`src/rtl/mips_pkg.sv`:
```
// rtl/mips_pkg.sv - opcodes, ALU operation codes and control/pipeline types for the ID/EX slice
package mips_pkg;

  localparam logic [5:0] OP_RTYPE = 6'h00;
  localparam logic [5:0] OP_LW    = 6'h23;
  localparam logic [5:0] OP_SW    = 6'h2B;
  localparam logic [5:0] OP_BEQ   = 6'h04;
  localparam logic [5:0] OP_ADDI  = 6'h08;
  localparam logic [5:0] OP_ANDI  = 6'h0C;
  localparam logic [5:0] OP_ORI   = 6'h0D;
  localparam logic [5:0] OP_SLTI  = 6'h0A;

  typedef enum logic [3:0] {
    ALUOP_ADD         = 4'd0,
    ALUOP_SUB         = 4'd1,
    ALUOP_AND         = 4'd2,
    ALUOP_OR          = 4'd3,
    ALUOP_SLT         = 4'd4,
    ALUOP_RTYPE_FUNCT = 4'd5
  } aluop_e;

  typedef struct packed {
    aluop_e aluop;
    logic   alusrc;
    logic   regwrite;
    logic   memread;
    logic   memwrite;
    logic   memtoreg;
    logic   branch;
    logic   illegal;
    logic   dest_rt;
    logic   zero_ext;
    logic   uses_rt;
  } ctrl_t;

  typedef struct packed {
    logic        valid;
    logic [31:0] a;
    logic [31:0] b;
    logic [31:0] imm;
    logic [4:0]  rs;
    logic [4:0]  rt;
    logic [4:0]  dest;
    logic [31:0] pc4;
    logic [3:0]  aluop;
    logic        alusrc;
    logic        regwrite;
    logic        memread;
    logic        memwrite;
    logic        memtoreg;
    logic        branch;
    logic        illegal;
  } ex_reg_t;

endpackage

```
`src/rtl/mips_ctrl_decode.sv`:
```
// rtl/mips_ctrl_decode.sv - combinational opcode to control-bundle decoder
module mips_ctrl_decode
  import mips_pkg::*;
(
  input  logic [5:0] i_opcode,
  output ctrl_t      o_ctrl
);

  always_comb begin
    o_ctrl       = ctrl_t'('0);
    o_ctrl.aluop = ALUOP_ADD;
    case (i_opcode)
      OP_RTYPE: begin
        o_ctrl.aluop    = ALUOP_RTYPE_FUNCT;
        o_ctrl.regwrite = 1'b1;
        o_ctrl.uses_rt  = 1'b1;
      end
      OP_LW: begin
        o_ctrl.alusrc   = 1'b1;
        o_ctrl.regwrite = 1'b1;
        o_ctrl.memread  = 1'b1;
        o_ctrl.memtoreg = 1'b1;
        o_ctrl.dest_rt  = 1'b1;
      end
      OP_SW: begin
        o_ctrl.alusrc   = 1'b1;
        o_ctrl.memwrite = 1'b1;
        o_ctrl.uses_rt  = 1'b1;
      end
      OP_BEQ: begin
        o_ctrl.aluop   = ALUOP_SUB;
        o_ctrl.branch  = 1'b1;
        o_ctrl.uses_rt = 1'b1;
      end
      OP_ADDI, OP_SLTI: begin
        o_ctrl.aluop    = (i_opcode == OP_SLTI) ? ALUOP_SLT : ALUOP_ADD;
        o_ctrl.alusrc   = 1'b1;
        o_ctrl.regwrite = 1'b1;
        o_ctrl.dest_rt  = 1'b1;
      end
      OP_ANDI, OP_ORI: begin
        o_ctrl.aluop    = (i_opcode == OP_ANDI) ? ALUOP_AND : ALUOP_OR;
        o_ctrl.alusrc   = 1'b1;
        o_ctrl.regwrite = 1'b1;
        o_ctrl.dest_rt  = 1'b1;
        o_ctrl.zero_ext = 1'b1;
      end
      default: o_ctrl.illegal = 1'b1;
    endcase
  end

endmodule

```
`src/rtl/id_ex_stage.sv`:
```
// rtl/id_ex_stage.sv - decode stage with writeback bypass, load-use stall and ID/EX register
module id_ex_stage
  import mips_pkg::*;
#(
  parameter int BYPASS_EN = 1
) (
  input  logic        clock,
  input  logic        reset,
  input  logic        id_valid,
  input  logic [31:0] id_instr,
  input  logic [31:0] id_pc4,
  output logic [4:0]  rf_raddr1,
  output logic [4:0]  rf_raddr2,
  input  logic [31:0] rf_rdata1,
  input  logic [31:0] rf_rdata2,
  input  logic        wb_we,
  input  logic [4:0]  wb_waddr,
  input  logic [31:0] wb_wdata,
  input  logic        flush,
  output logic        stall_out,
  output logic        ex_valid,
  output logic [31:0] ex_a,
  output logic [31:0] ex_b,
  output logic [31:0] ex_imm,
  output logic [4:0]  ex_rs,
  output logic [4:0]  ex_rt,
  output logic [4:0]  ex_dest,
  output logic [31:0] ex_pc4,
  output logic [3:0]  ex_aluop,
  output logic        ex_alusrc,
  output logic        ex_regwrite,
  output logic        ex_memread,
  output logic        ex_memwrite,
  output logic        ex_memtoreg,
  output logic        ex_branch,
  output logic        ex_illegal
);

  ctrl_t       w_ctrl;
  ex_reg_t     w_next;
  ex_reg_t     r_ex;
  logic [4:0]  w_rs;
  logic [4:0]  w_rt;
  logic [4:0]  w_dest;
  logic        w_load_use;
  logic        w_bubble;

  // $0 reads as zero even if the writeback bus targets it
  function automatic logic [31:0] sel_operand(input logic [4:0] addr, input logic [31:0] rdata);
    if (addr == 5'd0) return 32'd0;
    if ((BYPASS_EN != 0) && wb_we && (wb_waddr == addr)) return wb_wdata;
    return rdata;
  endfunction

  mips_ctrl_decode u_decode (
    .i_opcode (id_instr[31:26]),
    .o_ctrl   (w_ctrl)
  );

  assign w_rs      = id_instr[25:21];
  assign w_rt      = id_instr[20:16];
  assign rf_raddr1 = w_rs;
  assign rf_raddr2 = w_rt;
  assign w_dest    = w_ctrl.regwrite ? (w_ctrl.dest_rt ? w_rt : id_instr[15:11]) : 5'd0;

  assign w_load_use = r_ex.valid && r_ex.memread && (r_ex.dest != 5'd0) &&
                      ((r_ex.dest == w_rs) || ((r_ex.dest == w_rt) && w_ctrl.uses_rt));
  assign stall_out  = id_valid && !flush && w_load_use;
  assign w_bubble   = !id_valid || flush || w_load_use;

  always_comb begin
    w_next          = '0;
    w_next.valid    = 1'b1;
    w_next.a        = sel_operand(w_rs, rf_rdata1);
    w_next.b        = sel_operand(w_rt, rf_rdata2);
    w_next.imm      = w_ctrl.zero_ext ? {16'd0, id_instr[15:0]} : {{16{id_instr[15]}}, id_instr[15:0]};
    w_next.rs       = w_rs;
    w_next.rt       = w_rt;
    w_next.dest     = w_dest;
    w_next.pc4      = id_pc4;
    w_next.aluop    = w_ctrl.aluop;
    w_next.alusrc   = w_ctrl.alusrc;
    w_next.regwrite = w_ctrl.regwrite && (w_dest != 5'd0);
    w_next.memread  = w_ctrl.memread;
    w_next.memwrite = w_ctrl.memwrite;
    w_next.memtoreg = w_ctrl.memtoreg;
    w_next.branch   = w_ctrl.branch;
    w_next.illegal  = w_ctrl.illegal;
  end

  always_ff @(posedge clock or negedge reset) begin
    if (!reset) begin
      r_ex <= '0;
    end else if (w_bubble) begin
      r_ex <= '0;
    end else begin
      r_ex <= w_next;
    end
  end

  assign ex_valid    = r_ex.valid;
  assign ex_a        = r_ex.a;
  assign ex_b        = r_ex.b;
  assign ex_imm      = r_ex.imm;
  assign ex_rs       = r_ex.rs;
  assign ex_rt       = r_ex.rt;
  assign ex_dest     = r_ex.dest;
  assign ex_pc4      = r_ex.pc4;
  assign ex_aluop    = r_ex.aluop;
  assign ex_alusrc   = r_ex.alusrc;
  assign ex_regwrite = r_ex.regwrite;
  assign ex_memread  = r_ex.memread;
  assign ex_memwrite = r_ex.memwrite;
  assign ex_memtoreg = r_ex.memtoreg;
  assign ex_branch   = r_ex.branch;
  assign ex_illegal  = r_ex.illegal;

endmodule

```
`config.mk`:
```
export PLATFORM = sky130hd
export DESIGN_NAME = id_ex_stage
export DESIGN_NICKNAME = d
export VERILOG_FILES = /design/src/rtl/mips_pkg.sv /design/src/rtl/mips_ctrl_decode.sv /design/src/rtl/id_ex_stage.sv
export SDC_FILE = /design/constraint.sdc
export NUM_CORES = 1
export LEC_CHECK = 0
export ABC_CLOCK_PERIOD_IN_PS = 3090
export CAP_MARGIN = 20
export CORE_UTILIZATION = 30
export DETAILED_ROUTE_END_ITERATION = 8
export PLACE_DENSITY = 0.65
export SYNTH_ARGS = -nofsm -noshare
export SYNTH_HDL_FRONTEND = slang
export SYNTH_SLANG_ARGS = --single-unit
```
`constraint.sdc`:
```
create_clock -name clock -period 3.09 [get_ports clock]
set_input_delay 0.309 -clock clock [delete_from_list [all_inputs] [get_ports clock]]
set_output_delay 0.309 -clock clock [all_outputs]
set_load 0.01 [all_outputs]
```
# Word-level counts from Yosys, hierarchy flattened
# Cells that the tools add are included.
# op_classes
eq_ne,11
muxes,30
n_reduce_logical,26
# ops
cell,n
32-bit two-way mux,9
155-bit two-way mux,1
6-bit by 4-bit == test with 1-bit output (second input constant),4
5-bit == test,4
1-bit two-way mux,16
4-bit case mux with 4 select lines,1
6-bit == test (second input constant),2
6-bit OR reduction,2
5-bit zero test,2
5-bit two-way mux,2
5-bit nonzero test,2
1-bit logical AND,9
8-bit OR reduction,1
6-bit by 3-bit == test with 1-bit output (second input constant),1
6-bit zero test,1
5-bit OR reduction,1
2-bit OR reduction,2
1-bit logical OR,3
3-bit two-way mux,1
3-bit OR reduction,1
1-bit zero test,2
# word_totals
out_inout_bits,166
register_bits,155
elab_cells,83
input_bits,170

# Logic depth before layout (Yosys ltp)
# Gate-level depths: netlist of the first run.
# depth
word_depth,8
mapped_depth,8
ltp_nobuf,6

# Cells and area by module
# A second synthesis of the first run with hierarchy kept.
# hier_totals
cells_unflattened,486
hier_area_um2,5891.9
# by_module_without_submodules
module,seq_area_each_um2,cells_each,n_inst,area_each_um2
id_ex_stage,3503.4,448,1,5649.2
mips_ctrl_decode,0.0,38,1,242.7

# Least setup slack after synthesis of the first run
# Ideal clock, no wire load.
# synth_path
kind,flip-flop to flip-flop
from,"reg r_ex, in the netlist ex_dest[0]"
to,"reg r_ex, in the netlist ex_b[12]"
setup_time_ns,0.071
n_path_buf,2
t_required_ns,3.019
arrival_ns,2.049
period_less_slack_ns,2.120
path_slack_ns,0.970
stages_incl_launch_ff,8
cell_sequence,dfrtp_1 > or3_1 > o311a_1 > and4b_1 > or3_1 > buf_6 > buf_8 > nor2_2
# synth_via
elab_chain_cells,6
word_cells_on_any_way,9
classes_between,2 x eq/ne; 1 x mux; 6 x reduce/logical
# synth_rtl
element,line_no,rtl
from (decl),id_ex_stage.sv:41,ex_reg_t r_ex;
from (signal assigned),id_ex_stage.sv:97,r_ex <= w_next;
5-bit == test,id_ex_stage.sv:67,((r_ex.dest == w_rs) || ((r_ex.dest == w_rt) && w_ctrl.uses_rt));
1-bit logical AND,id_ex_stage.sv:67,
1-bit logical OR,id_ex_stage.sv:67,
1-bit logical AND *,id_ex_stage.sv:66,assign w_load_use = r_ex.valid && r_ex.memread && (r_ex.dest != 5'd0) &&
1-bit logical OR *,id_ex_stage.sv:69,assign w_bubble = !id_valid || flush || w_load_use;
155-bit two-way mux *,id_ex_stage.sv:94,end else if (w_bubble) begin
# Every way passes the cells marked *; elsewhere a longest branch is shown, timed or not.

# Worst setup path in the final report of the first run
# layout_path
from,in id_instr[17]
to,out stall_out
# layout_via
elab_chain_cells,5
# layout_rtl
element,line_no,rtl
from (decl),id_ex_stage.sv:10,"input logic [31:0] id_instr,"
5-bit == test,id_ex_stage.sv:67,
1-bit logical AND,id_ex_stage.sv:67,
1-bit logical OR,id_ex_stage.sv:67,
1-bit logical AND,id_ex_stage.sv:66,
1-bit logical AND,id_ex_stage.sv:68,assign stall_out = id_valid && !flush && w_load_use;
to (decl),id_ex_stage.sv:20,"output logic stall_out,"
# Every way passes these cells.

==> metrics.cfg, run 1 <==
[outcome]
status=complete, no violations

[floorplanning]
die_h_microns=139
die_w_microns=139
fp.coreArea_sq_um=18200
die-area_sq_um=19400
io_pins=336
row_count=49
start_util=0.311

[worst_setup_path]
crit_family=buffers and inverters
reg2reg_from=ex_dest[0]
crit_fanout=6
rr_endpoint=ex_b[6]
worst_setup_path_start_kind=input pin
cp.buffers_inverters=2
reg2reg_depth=6
arrival_ns=2.54
crit_chain=clkdlybuf4s50_1, xor2_1, nor4_1, nand4b_1, a21oi_1, clkdlybuf4s50_1
worstSetupPathType=in2out
ff2ff_setup_slack_ns=0.78
cp_slowest_stage_delay_ns=0.58
worstPathRequired_ns=2.78
crit_slowest_cell=clkdlybuf4s50_1
end_kind=output pin
path_common_cell=clkdlybuf4s50_1

[sta]
clock_skew_ns=0.00457
finalHoldViolations=0
finalSetupTns_ns=0
period_needed_ns=2.85
grt_setup_unrepaired=false
maxSlewViolCount=0
timing.hold.ws_ns=0.445
fmax_mhz=351
fin_crit_sh=0.922
setup_violations=0
worst_slew_margin_rel=0.583
max_slew.worst_pin.slew_ns=0.625

[global_route]
grt_pass1_vias=4871
antenna_found_initial=0
grt_remaining_overflow=0
grt_util_all_layers=0.190
grt_max_degree=73
grt_pass1_wl_microns=27700

[min_path]
hold_path_class=in2async

[clock_network]
clkLatencyLatePin_ns=0.41
cts_resized=0
cts-root-buf=clkbuf_16
cts_buffers=17
clkSlewWorstSetupHoldPaths_ns=0.06
cts_hold_buf=1
cts_htree_levels=4
cts_tree=yes
cts_setup_buffers=0
cts.sinks=138
cts_max_path_buffers=2

[detailed_routing]
ant_nets=0
via_count=4569
drt_iter0_drc=135
drt_pre_antenna_iters=4
drt-total-wl_microns=17800
routedWlPerCell_microns=17.5
viasPerCell=4.48
drc=0

[place]
dp_hpwl_microns=13200
numPortBuffers=334
gp_congestion=0.920
dpl.cell_count=989
placed_cell_area_sq_um=9060

[power]
p_leak_uw=0.00406
powerDensity_nw_per_um2=462
worst_ir_drop_vdd_uv=354

[synthesis]
synthCells=471
synthesis.area_sq_um=5660
synthArstFlopShare=1.00
synth_edf_count=0
ys_seq_area_frac=0.610
synth_fp_nets=641
ys_ff_latch=138
synth_top_flop_cell=dfrtp_1
yosys_warnings=0
syn_area_per_cell_sq_um=12.0
synth.distinct_cells=36

[cells_and_area]
syn2layout_area_growth_pct=70.0
fin_nets=950
final-instance-count-excl-fill=1021
diodes=0
layout-drive-gt1-share=0.0657
fillers=1543
final_area_sq_um=9620

[job]
drv_cap=0

metrics by stage:
step           power, uW  utilization  worst slack [ns]
2_1_floorplan       2130            -             0.970
3_5_place_dp        2600        0.498             0.360
4_1_cts             4520        0.528             0.289
3_3_place_gp        2590        0.498             0.416
6_report            4450        0.528             0.240
5_1_grt             4650        0.528             0.170
routing by layer:
metal  vias up  GRT usage  wire length, microns
met2       232      0.322                  8780
met3        20     0.0774                  1810
met5         -          0                     0
li1       2132          -                     -
met4         0     0.0719                   291
met1      2185      0.214                  6960
kinds of logic (layout without fill, tap and decap cells):
group,after synthesis,count (layout),synth area share
simple gates,174,174,0.160
buf+inv,54,375,0.0610
other cells,1,1,0.000662
flops,138,138,0.610
compound gates,18,18,0.0208
xor+xnor,21,21,0.0325
mux,65,65,0.115
registers in the layout (all words and copies together) (netlist names), 3 cells and up:
register,cells
ex_b,32
ex_pc4,32
ex_dest,5
ex_rt,5
ex_aluop,3
ex_a,32
ex_rs,5
ex_imm,17
cell usage in the layout, fill, tap and decap left out, types with 6 or more instances in the layout:
| cell | Yosys | layout |
|---|---|---|
| clkdlybuf4s50_1 | 0 | 333 |
| dfrtp_1 | 138 | 138 |
| nor2_1 | 71 | 71 |
| mux2i_1 | 65 | 65 |
| and2_1 | 58 | 58 |
| xor2_1 | 18 | 18 |
| clkbuf_16 | 0 | 17 |
| nor2_2 | 10 | 10 |
| a21oi_1 | 6 | 6 |
| nor3_1 | 6 | 6 |
synth_stat cells (5+ instances only):
master    number  area share
dfrtp_1      138        0.61
nor2_1        71       0.047
mux2i_1       65        0.11
and2_1        58       0.064
buf_4         27       0.036
xor2_1        18       0.028
clkbuf_1      12      0.0080
nor2_2        10       0.011
a21oi_1        6      0.0053
buf_2          6      0.0053
nor3_1         6      0.0053
a22oi_1        5      0.0066
where the power goes:
part	internal, uW	switching [uW]
Combinational	398	267
Sequential	1870	21.2
Clock	1110	780
worst max-delay path by stage:
| stage | startpoint | endpoint | depth (start not counted) |
|---|---|---|---|
| 6_report | id_instr[17] | stall_out | 6 |
| 3_5_place_dp | id_instr[17] | stall_out | 6 |
| 5_1_grt | id_instr[17] | stall_out | 6 |
| 3_3_place_gp | id_instr[17] | stall_out | 6 |
| 2_1_floorplan | ex_dest[0] | ex_b[12] | 7 |
| 4_1_cts | id_instr[17] | stall_out | 6 |
final cells by class:
type | instances | area (sq um) | area share
Inverter | 1 | 3.75 | 0.000390
Tap cell | 229 | 287 | 0.0298
Timing Repair Buffer | 343 | 3460 | 0.360
Multi-Input combinational cell | 279 | 1860 | 0.194
Sequential cell | 138 | 3450 | 0.359
Clock inverter | 13 | 121 | 0.0126
Clock buffer | 18 | 429 | 0.0446
Power figures use the tool's default switching activity.
==> run 2, diff against run 1 <==
CTS_CLUSTER_DIAMETER = 30   (was unset)
==> results of run 2 <==
Final layout, timing and power as in run 1 (identical DEF).
==> run 3, diff against run 2 <==
SLEW_MARGIN = 5   (was unset)
==> results of run 3 <==
Final layout, timing and power as in run 1 (identical DEF).
